===== src/rtl/sprite_pkg.sv =====
// Shared definitions for sprite_color_mapper: field-select codes, the no-hit
// encoding and the per-sprite record held in the shadow and active sets.
package sprite_pkg;

    // Record fields are sized for the widest supported build; narrower builds zero-extend.
    localparam int SPR_COORD_MAX = 16;
    localparam int SPR_COLOR_MAX = 16;

    typedef enum logic [2:0] {
        FLD_X      = 3'd0,
        FLD_Y      = 3'd1,
        FLD_W      = 3'd2,
        FLD_H      = 3'd3,
        FLD_COLOR  = 3'd4,
        FLD_ENABLE = 3'd5
    } sprite_field_e;

    localparam logic [2:0] FLD_LAST = 3'd5;

    // hit_idx carries this flag in its MSB when no sprite covers the pixel
    localparam logic NO_HIT_FLAG = 1'b1;

    typedef struct packed {
        logic [SPR_COORD_MAX-1:0]   x;
        logic [SPR_COORD_MAX-1:0]   y;
        logic [SPR_COORD_MAX-1:0]   w;
        logic [SPR_COORD_MAX-1:0]   h;
        logic [3*SPR_COLOR_MAX-1:0] color;
        logic                       enable;
    } sprite_t;

endpackage


===== src/rtl/sprite_hit.sv =====
// Combinational rectangle test for one sprite against the current pixel.
// Bounds are summed one bit wider than the fields so sprites at the right or bottom edge never wrap.
module sprite_hit
    import sprite_pkg::*;
#(
    parameter int COORD_W = 10
) (
    input  sprite_t              spr,
    input  logic [COORD_W-1:0]   draw_x,
    input  logic [COORD_W-1:0]   draw_y,
    output logic                 hit
);

    localparam int SW = SPR_COORD_MAX + 1;

    logic [SW-1:0] px, py;
    logic [SW-1:0] x_lo, x_hi, y_lo, y_hi;

    assign px   = SW'(draw_x);
    assign py   = SW'(draw_y);
    assign x_lo = SW'(spr.x);
    assign y_lo = SW'(spr.y);
    assign x_hi = x_lo + SW'(spr.w);
    assign y_hi = y_lo + SW'(spr.h);

    // A zero width or height makes the half-open interval empty.
    assign hit = spr.enable
               && (px >= x_lo) && (px < x_hi)
               && (py >= y_lo) && (py < y_hi);

endmodule


===== src/rtl/sprite_color_mapper.sv =====
// Two-stage sprite colour mapper: stage 1 registers per-sprite hits, stage 2
// picks the lowest-indexed hit or the background. Optional macro: COLLISION_DETECT_EN.
module sprite_color_mapper
    import sprite_pkg::*;
#(
    parameter  int NUM_SPRITES = 4,
    parameter  int COORD_W     = 10,
    parameter  int COLOR_W     = 8,
    localparam int IDX_W       = (NUM_SPRITES > 1) ? $clog2(NUM_SPRITES) : 1
) (
    input  logic                   Clk,
    input  logic                   Reset,
    input  logic                   wr_en,
    input  logic [IDX_W-1:0]       wr_idx,
    input  logic [2:0]             wr_field,
    input  logic [3*COLOR_W-1:0]   wr_data,
    input  logic                   frame_start,
    input  logic [COORD_W-1:0]     DrawX,
    input  logic [COORD_W-1:0]     DrawY,
    input  logic                   pix_valid,
    output logic [COLOR_W-1:0]     Red,
    output logic [COLOR_W-1:0]     Green,
    output logic [COLOR_W-1:0]     Blue,
    output logic                   pix_valid_out,
    output logic [IDX_W:0]         hit_idx
`ifdef COLLISION_DETECT_EN
    ,
    output logic [NUM_SPRITES-1:0] collision_mask
`endif
);

    localparam int CW = 3 * COLOR_W;
    localparam logic [IDX_W:0] NO_HIT = {NO_HIT_FLAG, {IDX_W{1'b0}}};

    sprite_t shadow [NUM_SPRITES];
    sprite_t active [NUM_SPRITES];

    logic                       wr_ok;
    logic [SPR_COORD_MAX-1:0]   wr_coord;
    logic [3*SPR_COLOR_MAX-1:0] wr_color;

    assign wr_ok    = wr_en && (32'(wr_idx) < 32'(NUM_SPRITES)) && (wr_field <= FLD_LAST);
    assign wr_coord = SPR_COORD_MAX'(wr_data[COORD_W-1:0]);
    assign wr_color = (3*SPR_COLOR_MAX)'(wr_data);

    // Commit copies the pre-write shadow, so a coincident write lands one frame later.
    always_ff @(posedge Clk or posedge Reset) begin
        if (Reset) begin
            for (int i = 0; i < NUM_SPRITES; i++) begin
                shadow[i] <= '0;
                active[i] <= '0;
            end
        end else begin
            for (int i = 0; i < NUM_SPRITES; i++) begin
                if (frame_start)
                    active[i] <= shadow[i];
                if (wr_ok && (wr_idx == IDX_W'(i))) begin
                    case (wr_field)
                        FLD_X:      shadow[i].x      <= wr_coord;
                        FLD_Y:      shadow[i].y      <= wr_coord;
                        FLD_W:      shadow[i].w      <= wr_coord;
                        FLD_H:      shadow[i].h      <= wr_coord;
                        FLD_COLOR:  shadow[i].color  <= wr_color;
                        FLD_ENABLE: shadow[i].enable <= wr_data[0];
                        default:    ;
                    endcase
                end
            end
        end
    end

    logic [NUM_SPRITES-1:0] hit_c;

    for (genvar g = 0; g < NUM_SPRITES; g++) begin : g_hit
        sprite_hit #(
            .COORD_W (COORD_W)
        ) u_hit (
            .spr    (active[g]),
            .draw_x (DrawX),
            .draw_y (DrawY),
            .hit    (hit_c[g])
        );
    end

    // Colours are snapshotted with the hits so a commit between stages cannot mix frames.
    logic                   valid_s1;
    logic [NUM_SPRITES-1:0] hit_s1;
    logic [COORD_W-1:0]     drawx_s1;
    logic [CW-1:0]          color_s1 [NUM_SPRITES];

    always_ff @(posedge Clk or posedge Reset) begin
        if (Reset) begin
            valid_s1 <= 1'b0;
            hit_s1   <= '0;
            drawx_s1 <= '0;
            for (int i = 0; i < NUM_SPRITES; i++)
                color_s1[i] <= '0;
        end else begin
            valid_s1 <= pix_valid;
            hit_s1   <= hit_c;
            drawx_s1 <= DrawX;
            for (int i = 0; i < NUM_SPRITES; i++)
                color_s1[i] <= active[i].color[CW-1:0];
        end
    end

    // Colour padding above CW is always zero; fold it so it is not left dangling.
    logic color_pad_unused;
    always_comb begin
        color_pad_unused = 1'b0;
        for (int i = 0; i < NUM_SPRITES; i++)
            color_pad_unused = color_pad_unused ^ (^active[i].color);
    end

    logic             sel_found;
    logic [IDX_W-1:0] sel_idx;
    logic [CW-1:0]    sel_color;
    logic [6:0]       bg_idx;
    logic [COLOR_W-1:0] bg_red;

    always_comb begin
        sel_found = 1'b0;
        sel_idx   = '0;
        sel_color = '0;
        for (int i = NUM_SPRITES - 1; i >= 0; i--) begin
            if (hit_s1[i]) begin
                sel_found = 1'b1;
                sel_idx   = IDX_W'(i);
                sel_color = color_s1[i];
            end
        end
    end

    assign bg_idx = 7'(drawx_s1 >> 3);
    assign bg_red = COLOR_W'(8'h4F) - COLOR_W'(bg_idx);

    always_ff @(posedge Clk or posedge Reset) begin
        if (Reset) begin
            Red           <= '0;
            Green         <= '0;
            Blue          <= '0;
            pix_valid_out <= 1'b0;
            hit_idx       <= NO_HIT;
        end else begin
            pix_valid_out <= valid_s1;
            if (sel_found) begin
                Red     <= sel_color[3*COLOR_W-1 -: COLOR_W];
                Green   <= sel_color[2*COLOR_W-1 -: COLOR_W];
                Blue    <= sel_color[COLOR_W-1:0];
                hit_idx <= {1'b0, sel_idx};
            end else begin
                Red     <= bg_red;
                Green   <= '0;
                Blue    <= COLOR_W'(8'h44);
                hit_idx <= NO_HIT;
            end
        end
    end

`ifdef COLLISION_DETECT_EN
    logic multi_hit;

    assign multi_hit = (hit_s1 & (hit_s1 - NUM_SPRITES'(1))) != '0;

    // Frame start clears even when an overlap is being flagged in the same cycle.
    always_ff @(posedge Clk or posedge Reset) begin
        if (Reset)
            collision_mask <= '0;
        else if (frame_start)
            collision_mask <= '0;
        else if (valid_s1 && multi_hit)
            collision_mask <= collision_mask | hit_s1;
    end
`endif

endmodule

===== config.mk =====
export PLATFORM = sky130hd
export DESIGN_NAME = sprite_color_mapper
export DESIGN_NICKNAME = d
export VERILOG_FILES = /design/src/rtl/sprite_pkg.sv /design/src/rtl/sprite_hit.sv /design/src/rtl/sprite_color_mapper.sv
export SDC_FILE = /design/constraint.sdc
export NUM_CORES = 1
export LEC_CHECK = 0
export ABC_CLOCK_PERIOD_IN_PS = 29300
export CAP_MARGIN = 30
export CORE_MARGIN = 2
export CORE_UTILIZATION = 50
export DETAILED_ROUTE_END_ITERATION = 10
export PLACE_DENSITY = 0.67
export SETUP_SLACK_MARGIN = 0.02
export SYNTH_ARGS = -nofsm -noshare
export SYNTH_HDL_FRONTEND = slang
export SYNTH_SLANG_ARGS = --single-unit

===== constraint.sdc =====
create_clock -name Clk -period 29.3 [get_ports Clk]
set_input_delay 2.93 -clock Clk [delete_from_list [all_inputs] [get_ports Clk]]
set_output_delay 2.93 -clock Clk [all_outputs]
set_load 0.005 [all_outputs]

# == Word-level counts from Yosys, hierarchy flattened ==
# Cells that the tools add are included.
# totals
memories,0
mem_bits_ro,0
word_cells,157
mem_bits_rw,0
in_bits,54
register_bits,659
out_inout_bits,28
latchBits,0
# classes
n_lt_le_gt_ge,17
reduce_logical,47
shift,0
n_eq_ne,8
n_addsub,9
multipliers,0
muxes,16
bitwise_logic,0
div_mod_pow,0
# ops
op,n
10-bit by 17-bit less-than comparator with 1-bit output,8
24-bit two-way mux,4
10-bit by 10-bit adder with 11-bit output,8
10-bit >= comparator,8
2-bit AND reduction,24
8-bit two-way mux,3
1-bit logical AND,21
2-bit two-way mux,4
7-bit by 7-bit subtractor with 8-bit output (first input constant),1
3-bit by 2-bit equality test with 1-bit output (second input constant),2
3-bit equality test (second input constant),2
2-bit equality test (second input constant),2
1-bit two-way mux,4
3-bit by 1-bit equality test with 1-bit output (second input constant),1
3-bit less-or-equal comparator (second input constant),1
3-bit logical NOT,1
3-bit two-way mux,1
2-bit by 1-bit equality test with 1-bit output (second input constant),1
2-bit logical NOT,1

# == Logic depth before layout (Yosys ltp) ==
# depth
word_depth,5
ltp_mapped,15
mapped_depth_nobuf,15

# == Cells and area by module ==
# A second synthesis with hierarchy kept.
# hier_totals
cells_unflattened,2663
area_unflattened_um2,33310.7
# by_module_without_submodules
mod,seq_area_each_um2,area_each_um2,cells_per_inst,n_inst
sprite_color_mapper,16417.0,23771.5,1411,1
sprite_hit at g_hit[2].u_hit ...,0.0,2394.8,324,2
sprite_hit at g_hit[1].u_hit,0.0,2473.6,313,1
sprite_hit at g_hit[0].u_hit,0.0,2275.9,291,1

# == Worst setup path before layout ==
# No wires, ideal clock.
# synth_timing
kind,input -> register
from,input port wr_field[1]
to,register shadow[340] in the netlist's numbering
cell_stages,7
path_buffers,3
arrival_time_ns,4.455
slack_ns,24.720
t_required_ns,29.175
setup_time_ns,0.125
cell_sequence,buf_6 a21boi_2 or3b_4 and2b_1 buf_2 buf_4 mux2_2
# synth_via
elab_chain_cells,4
word_cells_on_any_way,5
classes_between,order compare: 1; eq/ne: 1; reduce/logical: 3
# synth_rtl
element,line,text
"start, declared",sprite_color_mapper.sv:15,"input logic [2:0] wr_field,"
3-bit less-or-equal comparator,sprite_color_mapper.sv:42,assign wr_ok = wr_en && (32'(wr_idx) < 32'(NUM_SPRITES)) && (wr_field <= FLD_LAST);
1-bit logical AND,sprite_color_mapper.sv:42,
1-bit logical AND,sprite_color_mapper.sv:57,if (wr_ok && (wr_idx == IDX_W'(i))) begin
2-bit AND reduction (no source line) *,n/a,
"end, declared",sprite_color_mapper.sv:35,sprite_t shadow [NUM_SPRITES];
# Every way passes the cells marked *; elsewhere a longest branch is shown, timed or not.
# A chain may end at the register's enable or synchronous reset.

==> flow_summary.rst <==
.. list-table::
   :header-rows: 1

   * - Metric
     - Value
   * - Number of violations reported at the end of detailed-routing iteration 0
     - between 1000 and 1500
   * - Overall routing resource usage
     - ~22%
   * - Number of instances in the synthesized netlist
     - 2332
   * - Clk_lat worst skew
     - 640 ps
   * - Net count reported at finish
     - 2727
   * - Kind of start point of the critical path
     - input port
   * - Mapped Nets
     - between 2000 and 3000
   * - Final Instance Area
     - ~34000 µm²
   * - Main synth FF type
     - dfrtp_1
   * - Routed Antenna Nets
     - 0
   * - Slew at the pin closest to its max-slew limit
     - 990 ps
   * - Flop and latch count out of synthesis
     - around 660
   * - Number of enable flip-flop cells after synthesis
     - 0
   * - Vias per Instance
     - 5.64
   * - Max-capacitance violation count
     - 0
   * - Wire length of the first global-routing pass
     - 107 mm
   * - Worst relative slew slack
     - around a third
   * - Kind of path behind the tightest hold check
     - register to register
   * - CTS resizes
     - 0
   * - CTS Hold Buffers Added
     - 0
   * - Synthesized cell area
     - 29800 µm²
   * - Clock period minus final worst setup slack
     - 5490 ps
   * - Die width
     - around 250 µm
   * - # port buffers
     - between 80 and 90
   * - Result of the run
     - completed
   * - Number of setup violations in the final report
     - 0
   * - Part of the Yosys area used for sequential elements
     - between 50% and 60%
   * - Post-synthesis average cell area
     - 12.8 µm²
   * - Area after detailed placement
     - 31500 µm²
   * - Core Rows
     - around 90
   * - Fraction of synthesis flops using an asynchronous set or reset pin
     - 100%
   * - RSZ-0062 raised after global routing
     - no
   * - Post-CTS clock slew at the launch and capture registers of the worst setup and hold paths
     - roughly 60 ps
   * - Initial DRT Pass Iterations
     - 4
   * - Global route total overflow
     - 0
   * - Cell Pwr Density
     - 78.4 nW/µm²
   * - Skew final
     - 28.3 ps
   * - Clock H-tree levels
     - 3
   * - Final wirelength
     - roughly 66 mm
   * - Clk root buf
     - clkbuf_16
   * - Arrival time of data at the critical path endpoint
     - about 6300 ps
   * - DIE AREA
     - 61600 µm²
   * - Overall via count from detail_route
     - approximately 18000
   * - Biggest fanout along the worst timing path
     - slightly below 100
   * - Share of final-layout standard cells stronger than drive strength 1
     - 24.5%
   * - Vias in the first global route
     - 19700
   * - Largest net degree at the start of global routing
     - 130
   * - Netlist cell types
     - 69
   * - Largest voltage drop on the vdd net
     - around 0.067 mV
   * - Antenna violations before repair
     - 1
   * - Yosys warns
     - 0
   * - Half-perimeter wire length after detailed placement
     - 42.7 mm
   * - Vert. Die Dim
     - between 200 and 250 µm
   * - Crit. End Element
     - asynchronous set/reset pin
   * - Sum of negative setup slack
     - 0 ps
   * - Type of the worst setup path
     - input port to asynchronous set/reset pin
   * - Worst Path Required
     - about 30000 ps
   * - Sinks on the clock net
     - roughly 660
   * - Clock Path Buffers
     - 3
   * - Routed length per placed instance
     - around 20 µm
   * - Final worst-path cycle share
     - between 10% and 20%
   * - Count of final max-slew check failures
     - 0
   * - Max Fclk
     - ~180 MHz
   * - Leakage power figure
     - between 15 and 20 nW
   * - Hold Vio Cnt, Final
     - 0
   * - DRC violation count after routing
     - 0
   * - Number of I/O pins
     - around 80
   * - Clock tree from TritonCTS
     - built
   * - Core Box Area
     - 59000 µm²
   * - Global placer's final weighted congestion
     - 0.852
   * - Layout Area Growth over Synthesis
     - 14.6%
   * - Filler Cell Count
     - between 4000 and 5000
   * - TritonCTS Buffers
     - 71
   * - Initial standard-cell utilization of the core
     - around 50%
   * - Postcts setup bufs
     - 0
   * - Number of diodes added for antenna fixing
     - 0
-- state kept, by name, summed over array words and instances, names as in the netlist, 4 cells and up --
| register | count |
|---|---|
| drawx_s1 | 7 |
| Green | 8 |
| shadow | 260 |
| hit_s1 | 4 |
| Blue | 8 |
| Red | 8 |
| active | 260 |
| color_s1 | 96 |
-- report_power, final --
group          internal [mW]  switching (mW)  total, mW
Combinational          0.281           0.287      0.568
Sequential              1.08          0.0867       1.16
Clock                  0.569           0.378      0.948
-- cell usage after synthesis (all sizes together), types with 8 or more instances --
cell type / count / area share, %
a211oi: 13 / 0.33
a21o: 24 / 0.60
a21oi: 82 / 1.4
a221oi: 21 / 0.62
a31oi: 16 / 0.34
buf: 17 / 0.31
clkbuf: 72 / 0.91
dfrtp: 655 / 55
fa: 8 / 0.54
ha: 233 / 9.8
inv: 108 / 1.4
mux2: 444 / 17
nand2: 144 / 1.8
nand2b: 20 / 0.42
nand3: 12 / 0.20
nor2: 90 / 1.1
nor2b: 16 / 0.34
nor3: 8 / 0.13
o21a: 14 / 0.35
o21ai: 143 / 2.4
o21bai: 11 / 0.28
o22ai: 26 / 0.55
xnor2: 24 / 0.71
xor2: 33 / 0.97
-- per-stage QoR --
step | utilization [%] | hold slack (ps) | total power, mW | cells | setup WS, ps
6_report | 57.9 | 344 | 2.68 | 3261 | 23810
4_1_cts | 57.7 | 340 | 2.70 | 3257 | 23030
5_1_grt | 57.9 | 348 | 2.84 | 3261 | 23290
3_3_place_gp | 53.3 | 345 | 1.71 | 3123 | 22400
2_1_floorplan | - | 331 | 1.57 | 2332 | 7990
3_5_place_dp | 53.5 | 336 | 1.74 | 3128 | 22370
-- final cells by class --
class                   instances  area, µm²  area share, %
clock buffers                 101       2060           6.03
clock inverters                28        450           1.32
inverters                     108        413           1.21
multi-input cells            1479      12600           37.0
flip-flops and latches        656      16400           48.0
well taps                     773        967           2.83
repair buffers                116       1230           3.61
-- logic make-up after synthesis --
family                     after synthesis  synth area share, %
adders and majority gates              241                 10.3
xor gates and xnor gates                57                 1.67
buffers and inverters                  197                 2.57
DFF                                    656                 55.1
muxes                                  445                 16.8
AOI/OAI and AO/OA                      406                 8.49
and+or+nand+nor                        330                 5.06
-- per-layer routing --
layer  track usage [%]  wire [µm]  vias up
met1              29.9      29900     9440
met2              37.7      32200      320
met3              3.75       2420      121
li1                  -          -     8524
met4              7.02       1840        0
met5                 0          0        -
-- cells in the final DEF, fill, tap and decap left out, drive strengths merged, types with 26 or more instances in the layout --
master,n
inv,115
ha,233
clkbuf,101
nand2,144
dfrtp,655
clkdlybuf4s50,79
o22ai,26
nor2,90
mux2,444
o21ai,143
xor2,33
buf,37
a21oi,82
-- worst max-delay path: stages --
cell	delay (ps)
clkdlybuf4s50_1	520
inv_8	510
buf_4	260
buf_16	300
buf_4	810
buf_4	580
buf_16	300
-- worst paths after layout --
kind | slack (ps) | to | start | cells after the start
min | 340 | color_s1[48]$_DFF_PP0_ | active[227]$_DFFE_PP0P_ | 0
min reg2reg | 340 | color_s1[48]$_DFF_PP0_ | active[227]$_DFFE_PP0P_ | 0
max reg2reg | 25860 | hit_s1[1]$_DFF_PP0_ | active[292]$_DFFE_PP0P_ | 13
max | 23810 | Blue[4]$_DFF_PP0_ | Reset | 7
max in group Clk | 24280 | hit_s1[1]$_DFF_PP0_ | DrawX[0] | 9
min in group asynchronous | 2870 | active[324]$_DFFE_PP0P_ | Reset | 2
Power figures use the tool's default switching activity.
